$ cat config.mk
export PLATFORM = sky130hd
export DESIGN_NAME = tick_sched_ctrl_flat
export DESIGN_NICKNAME = d
export VERILOG_FILES = /design/src/rtl/tick_sched_pkg.sv /design/src/rtl/tick_sched_if.sv /design/src/rtl/tick_sched_ctrl_prog_mod_counter.sv /design/src/rtl/tick_sched_ctrl.sv /design/src/flat_wrapper.sv
export SDC_FILE = /design/constraint.sdc
export NUM_CORES = 1
export LEC_CHECK = 0
export ABC_CLOCK_PERIOD_IN_PS = 3700
export CAP_MARGIN = 10
export CORE_AREA = 2 2 95 97
export DETAILED_ROUTE_END_ITERATION = 10
export DIE_AREA = 0 0 97 99
export PLACE_DENSITY = 0.75
export RECOVER_POWER = 100
export SLEW_MARGIN = 40
export SYNTH_ARGS = -nofsm -noshare
export SYNTH_HDL_FRONTEND = slang
export SYNTH_SLANG_ARGS = --single-unit
export TNS_END_PERCENT = 10
$ cat constraint.sdc
create_clock -name clk -period 3.7 [get_ports clk]
set_input_delay 0.555 -clock clk [delete_from_list [all_inputs] [get_ports clk]]
set_output_delay 0.555 -clock clk [all_outputs]
set_load 0.02 [all_outputs]
$ cat src/rtl/tick_sched_pkg.sv
// Shared types and default widths for the tick scheduler slice.
package tick_sched_pkg;

    localparam int unsigned TS_W_DEF  = 16;
    localparam int unsigned TS_CW_DEF = 8;

    typedef enum logic {
        IDLE = 1'b0,
        RUN  = 1'b1
    } sched_state_t;

endpackage

$ cat src/rtl/tick_sched_if.sv
// Config handshake, sequence control and tick status bundle for tick_sched_ctrl.
interface tick_sched_if #(
    parameter int unsigned W  = 16,
    parameter int unsigned CW = 8
) ();

    logic          cfg_valid;
    logic          cfg_ready;
    logic [W-1:0]  cfg_dvsr;
    logic [CW-1:0] cfg_cnt;
    logic          start;
    logic          stop;
    logic          tick;
    logic [W-1:0]  q;
    logic [CW-1:0] tick_cnt;
    logic          busy;
    logic          done;

    modport master (
        output cfg_valid, cfg_dvsr, cfg_cnt, start, stop,
        input  cfg_ready, tick, q, tick_cnt, busy, done
    );

    modport slave (
        input  cfg_valid, cfg_dvsr, cfg_cnt, start, stop,
        output cfg_ready, tick, q, tick_cnt, busy, done
    );

endinterface

$ cat src/rtl/tick_sched_ctrl_prog_mod_counter.sv
// Runtime-modulus counter: counts 0..i_dvsr and wraps; clear beats enable.
module prog_mod_counter #(
    parameter int unsigned W = 16
) (
    input  logic         clk,
    input  logic         reset,
    input  logic         i_clr,
    input  logic         i_en,
    input  logic [W-1:0] i_dvsr,
    output logic [W-1:0] o_q,
    output logic         o_max_tick
);

    logic [W-1:0] r_q;
    logic         w_at_max;

    assign w_at_max = (r_q == i_dvsr);

    always_ff @(posedge clk) begin
        if (reset) begin
            r_q <= '0;
        end else if (i_clr) begin
            r_q <= '0;
        end else if (i_en) begin
            r_q <= w_at_max ? '0 : r_q + W'(1);
        end
    end

    assign o_q        = r_q;
    assign o_max_tick = w_at_max;

endmodule

$ cat src/rtl/tick_sched_ctrl.sv
// Tick scheduler: IDLE/RUN sequencer around a programmable prescaler, with a
// shadowed config path so divisor/count changes land only on period boundaries.
module tick_sched_ctrl
    import tick_sched_pkg::*;
#(
    parameter int unsigned W  = TS_W_DEF,
    parameter int unsigned CW = TS_CW_DEF
) (
    input  logic        clk,
    input  logic        reset,
    tick_sched_if.slave bus
);

    localparam int unsigned CW1 = CW + 1;

    sched_state_t  r_state;
    logic [W-1:0]  r_dvsr;
    logic [CW-1:0] r_cnt;
    logic [W-1:0]  r_shd_dvsr;
    logic [CW-1:0] r_shd_cnt;
    logic          r_pending;
    logic [CW-1:0] r_tick_cnt;

    logic          w_run;
    logic          w_start_idle;
    logic          w_restart;
    logic          w_cfg_ready;
    logic          w_cfg_fire;
    logic          w_max_tick;
    logic [W-1:0]  w_q;
    logic          w_tick;
    logic          w_done;
    logic          w_leave;
    logic          w_apply;

    always_comb begin
        w_run        = (r_state == RUN);
        w_start_idle = ~w_run & bus.start & ~bus.stop;
        w_restart    = w_run & bus.start & ~bus.stop;
        w_cfg_ready  = ~w_run | ~r_pending;
        w_cfg_fire   = bus.cfg_valid & w_cfg_ready;
        // A restart cycle swallows the tick even if q happens to sit at the divisor.
        w_tick       = w_run & w_max_tick & ~w_restart;
        w_done       = w_tick & (r_cnt != '0) &
                       (({1'b0, r_tick_cnt} + CW1'(1)) >= {1'b0, r_cnt});
        w_leave      = w_run & (bus.stop | w_done);
        w_apply      = r_pending & (w_tick | bus.stop | w_restart);
    end

    prog_mod_counter #(.W(W)) u_presc (
        .clk        (clk),
        .reset      (reset),
        .i_clr      (w_start_idle | w_restart),
        .i_en       (w_run),
        .i_dvsr     (r_dvsr),
        .o_q        (w_q),
        .o_max_tick (w_max_tick)
    );

    always_ff @(posedge clk) begin
        if (reset) begin
            r_state    <= IDLE;
            r_dvsr     <= '0;
            r_cnt      <= '0;
            r_shd_dvsr <= '0;
            r_shd_cnt  <= '0;
            r_pending  <= 1'b0;
            r_tick_cnt <= '0;
        end else begin
            if (w_start_idle) begin
                r_state <= RUN;
            end else if (w_leave) begin
                r_state <= IDLE;
            end

            if (w_start_idle | w_restart) begin
                r_tick_cnt <= '0;
            end else if (w_tick) begin
                r_tick_cnt <= r_tick_cnt + CW'(1);
            end

            // Idle writes go live at once; running writes wait in the shadow.
            if (w_cfg_fire & ~w_run) begin
                r_dvsr <= bus.cfg_dvsr;
                r_cnt  <= bus.cfg_cnt;
            end else if (w_apply) begin
                r_dvsr <= r_shd_dvsr;
                r_cnt  <= r_shd_cnt;
            end

            if (w_cfg_fire & w_run) begin
                r_shd_dvsr <= bus.cfg_dvsr;
                r_shd_cnt  <= bus.cfg_cnt;
                r_pending  <= 1'b1;
            end else if (w_apply) begin
                r_pending  <= 1'b0;
            end
        end
    end

    assign bus.cfg_ready = w_cfg_ready;
    assign bus.tick      = w_tick;
    assign bus.done      = w_done;
    assign bus.busy      = w_run;
    assign bus.q         = w_q;
    assign bus.tick_cnt  = r_tick_cnt;

endmodule

$ cat src/flat_wrapper.sv
// flat-port wrapper written by rule: the top's interface ports become plain ports
module tick_sched_ctrl_flat import tick_sched_pkg::*;
#(
    parameter int unsigned W  = TS_W_DEF,
    parameter int unsigned CW = TS_CW_DEF
)
  (clk, reset, bus_cfg_valid, bus_cfg_dvsr, bus_cfg_cnt, bus_start, bus_stop, bus_cfg_ready, bus_tick, bus_q, bus_tick_cnt, bus_busy, bus_done);
  tick_sched_if #(.W(W), .CW(CW)) bus_i ();
  input  logic clk;
  input  logic reset;
  input wire logic [$bits(bus_i.cfg_valid)-1:0] bus_cfg_valid;
  input wire logic [$bits(bus_i.cfg_dvsr)-1:0] bus_cfg_dvsr;
  input wire logic [$bits(bus_i.cfg_cnt)-1:0] bus_cfg_cnt;
  input wire logic [$bits(bus_i.start)-1:0] bus_start;
  input wire logic [$bits(bus_i.stop)-1:0] bus_stop;
  output wire logic [$bits(bus_i.cfg_ready)-1:0] bus_cfg_ready;
  output wire logic [$bits(bus_i.tick)-1:0] bus_tick;
  output wire logic [$bits(bus_i.q)-1:0] bus_q;
  output wire logic [$bits(bus_i.tick_cnt)-1:0] bus_tick_cnt;
  output wire logic [$bits(bus_i.busy)-1:0] bus_busy;
  output wire logic [$bits(bus_i.done)-1:0] bus_done;
  assign bus_i.cfg_valid = bus_cfg_valid;
  assign bus_i.cfg_dvsr = bus_cfg_dvsr;
  assign bus_i.cfg_cnt = bus_cfg_cnt;
  assign bus_i.start = bus_start;
  assign bus_i.stop = bus_stop;
  assign bus_cfg_ready = bus_i.cfg_ready;
  assign bus_tick = bus_i.tick;
  assign bus_q = bus_i.q;
  assign bus_tick_cnt = bus_i.tick_cnt;
  assign bus_busy = bus_i.busy;
  assign bus_done = bus_i.done;
  tick_sched_ctrl #(.W(W), .CW(CW)) u_core (.clk(clk), .reset(reset), .bus(bus_i));
endmodule
==> metrics.md, run 1 <==
| Metric | Value |
|---|---|
| Minimum clock period after layout | `3359 ps` |
| First-pass GRT wire length | `approximately 14000 µm` |
| Via-to-Cell Ratio | `about 5.3` |
| Sequential-to-total area share from yosys stat | `between 40 and 50%` |
| Number of library cell types mapped by synthesis | `40` |
| I/O Pins | `57` |
| Yosys warns | `0` |
| Top_reg_cell synth | `dfxtp_1` |
| Synth Register Bits | `74` |
| Top-count cell post-synth | `dfxtp_1` |
| Inserted Clock Buffers | `9` |
| Filler cells | `810` |
| CTS tree | `yes` |
| Dpl hpwl | `5912 µm` |
| EDFF count, synth | `0` |
| Worst Path Required | `approximately 3100 ps` |
| Vias in the first global route | `approximately 2.9k` |
| Cell taking the most area after synthesis | `dfxtp_1` |
| Final Setup Violations | `0` |
| Leak Pwr | `approximately 1.7 nW` |
| RD Place Congestion | `0.8417` |
| Clk sinks | `74` |
| GRT Util Overall | `around 18%` |
| Hold depth | `2` |
| Initial antenna violation count | `0` |
| Layout cells sized above 1 | `6.157%` |
| Worst skew pair latency | `340 ps` |
| Area of the core | `approximately 8600 µm²` |
| Critical Path, Cell by Cell | `xor2_1 > nor4_2 > nand2_1 > nor4bb_1 > nor2b_1 > dlygate4sd3_1` |
| HP Class | `register to register` |
| Flop pwr share | `between 50% and 60%` |
| Largest stage delay, worst path | `680 ps` |
| Fin crit share | `around nine tenths` |
| Row cnt | `34` |
| Clock network power share | `a little under two fifths` |
| CP max FO | `6` |
| Synth top area share | `between 40% and 50%` |
| Setup WS post-layout | `between 300 and 400 ps` |
| Cell depth of the worst flop-to-flop path | `5` |
| Setup_tns | `0 ps` |
| Area grow syn2layout | `20.96%` |
| Crit Path Category | `register to output pin` |
| DRC Markers | `0` |
| Fmax | `between 0.2 and 0.3 GHz` |
| Clk root buf | `clkbuf_8` |
| TritonRoute pass-1 iters | `4` |
| RSZ-0062 raised after global routing | `no` |
| CTS max path bufs | `2` |
| Syn Inst Count | `423` |
| Slowest cell on the critical path | `dlygate4sd3_1` |
| Die height | `~99 µm` |
| Comb pwr share | `around an eighth` |
| Total wire length | `8409 µm` |
| Cell Area, Synth | `3682 µm²` |
| Internal Power | `approximately 0.0012 W` |
| Arrival @ worst endpoint | `approximately 2800 ps` |
| Die area | `roughly 9600 µm²` |
| Worst-Margin Slew | `1039 ps` |
| Max_cap viols | `0` |
| Die width | `just under 100 µm` |
| Worst slew margin | `a little under a third` |
| Routed len/inst | `14.52 µm` |
| Post-synth ARST share | `0%` |
| Worst setup SP type | `register` |
| P per Cell Area | `376.0 nW/µm²` |
| H-tree depth | `3` |
| I/O Buffers | `56` |
| 1st-iter DRT viols | `160` |
| Largest net degree at the start of global routing | `54` |
| Clock slew at reported path FFs | `80 ps` |
| Sw Pwr | `0.0004528 W` |
| Critical Path Sink Type | `output pin` |
| Synth top cells by count | `dfxtp_1 (74), nand2_1 (63), a211oi_1 (48), a21oi_1 (37), mux2i_1 (26)` |
| Final Hold Viols | `0` |
| Maximum VDD drop | `0.0001659 V` |
| Post-CTS setup-driven buffer insertion count | `0` |
| Hold WS | `454.8 ps` |
| Outcome | `finished, final reports clean` |
| Mean Syn Cell Area | `8.705 µm²` |
| Post-DP Area | `between 4000 and 5000 µm²` |
| Skew final | `12.30 ps` |
| Synth area leaders | `dfxtp_1 (40%), a211oi_1 (9.8%), mux2i_1 (7.1%), nand2_1 (6.4%), a21oi_1 (5.0%)` |
| Dpl ws | `about 320 ps` |
| Congestion Overflow GR | `0` |
| Fin area | `4454 µm²` |
| Slew Limit Fails | `0` |
| Vias | `between 3k and 4k` |
| Starting Density | `between 40 and 50%` |
| Antenna cells | `0` |
| Post-DRT Antenna Nets | `0` |
| Post-Syn Nets | `462` |
| Final Net Count | `about 510` |
| Sw Share | `27.04%` |
## registers in the layout (all words and copies together) (netlist names)
register,count
u_core.r_shd_dvsr,16
u_core.bus.tick_cnt,8
u_core.r_dvsr,16
u_core.r_cnt,8
u_core.u_presc.o_q,16
u_core.r_pending,1
u_core.bus.busy,1
u_core.r_shd_cnt,8
## cells in the final DEF, fill, tap and decap left out, types with 10 or more instances in the layout
master,n
clkbuf_8,12
ha_1,10
clkdlybuf4s50_1,28
inv_1,11
dlygate4sd3_1,27
mux2i_1,26
a211oi_1,48
dfxtp_1,73
xnor2_1,15
a21oi_1,37
nor2_1,25
xor2_1,21
nand2_1,63
## cells by family after synthesis
family | synth area share [%]
and+or+nand+nor | 17.33
AOI/OAI and AO/OA | 17.84
DFF | 40.23
buffers and inverters | 5.131
xor gates and xnor gates | 9.005
muxes | 7.068
adders and majority gates | 3.398
## per-layer routing
metal  wire length [µm]  global-route usage, %  vias to the layer above
met5                  0                      0                        -
met4                 68                  4.659                        0
met3                229                  3.121                        6
met2               3977                  28.31                       52
met1               4134                  25.11                     1428
li1                   -                      -                     1579
## critical path: cells and delay by family (launching register included)
kind                      cells  cell delay, ps
and+or+nand+nor               4            1210
buffers and inverters         1             680
DFF                           1             460
xor gates and xnor gates      1             120
## path summary, 6_finish.rpt
check / end / startpoint / slack (ps)
setup reg to reg: u_core.r_dvsr[5] / u_core.u_presc.o_q[4] / 810
setup / recovery: bus_tick / u_core.u_presc.o_q[4] / 340
hold reg to reg: u_core.r_shd_dvsr[2] / u_core.r_shd_dvsr[2] / 450
hold / removal: u_core.r_shd_dvsr[2] / u_core.r_shd_dvsr[2] / 450
## through the flow
step	total power, W	instances	util (%)
after CTS	0.001694	579	52.34
after detailed placement	0.001080	563	50.00
after floorplan	0.001013	423	-
after global routing	0.001748	579	52.09
final	0.001675	579	52.09
after global placement	0.001074	563	49.94
## power by group through the flow
stage               combinational (W)  clock [W]  sequential (W)
floorplan                    0.000153          0        0.000860
global placement             0.000208          0        0.000866
detailed placement           0.000213          0        0.000868
CTS                          0.000215   0.000630        0.000849
global route                 0.000234   0.000661        0.000853
finish                       0.000211   0.000615        0.000849
## what timing repair did
action	in CTS	in global routing
endpoints found under the setup margin	1	1
hold buffers	0	0
gates cloned	0	0
pin swaps	0	1
gates resized for setup	2	2
hold endpoints to repair	0	0
## cell type report
class / instances / area, µm² / share of cell area, %
multi-input combinational: 309 / 2009 / 45.11
sequential: 74 / 1483 / 33.29
timing repair buffer: 61 / 588.1 / 13.20
clock buffer: 12 / 165.2 / 3.708
tap: 108 / 135.1 / 3.034
inverter: 11 / 41.29 / 0.9270
clock inverter: 4 / 32.53 / 0.7303
Note: power is estimated with default switching activity, not from simulation.
==> run 2, diff against run 1 <==
--- a/config.mk
+++ b/config.mk
@@ -6,12 +6,12 @@
 export NUM_CORES = 1
 export LEC_CHECK = 0
 export ABC_CLOCK_PERIOD_IN_PS = 3700
-export CAP_MARGIN = 10
 export CORE_AREA = 2 2 95 97
 export DETAILED_ROUTE_END_ITERATION = 10
 export DIE_AREA = 0 0 97 99
 export PLACE_DENSITY = 0.75
 export RECOVER_POWER = 100
+export SKIP_LAST_GASP = 1
 export SLEW_MARGIN = 40
 export SYNTH_ARGS = -nofsm -noshare
 export SYNTH_HDL_FRONTEND = slang
==> results of run 2 <==
No change in the layout: final DEF, timing and power equal those of run 1.
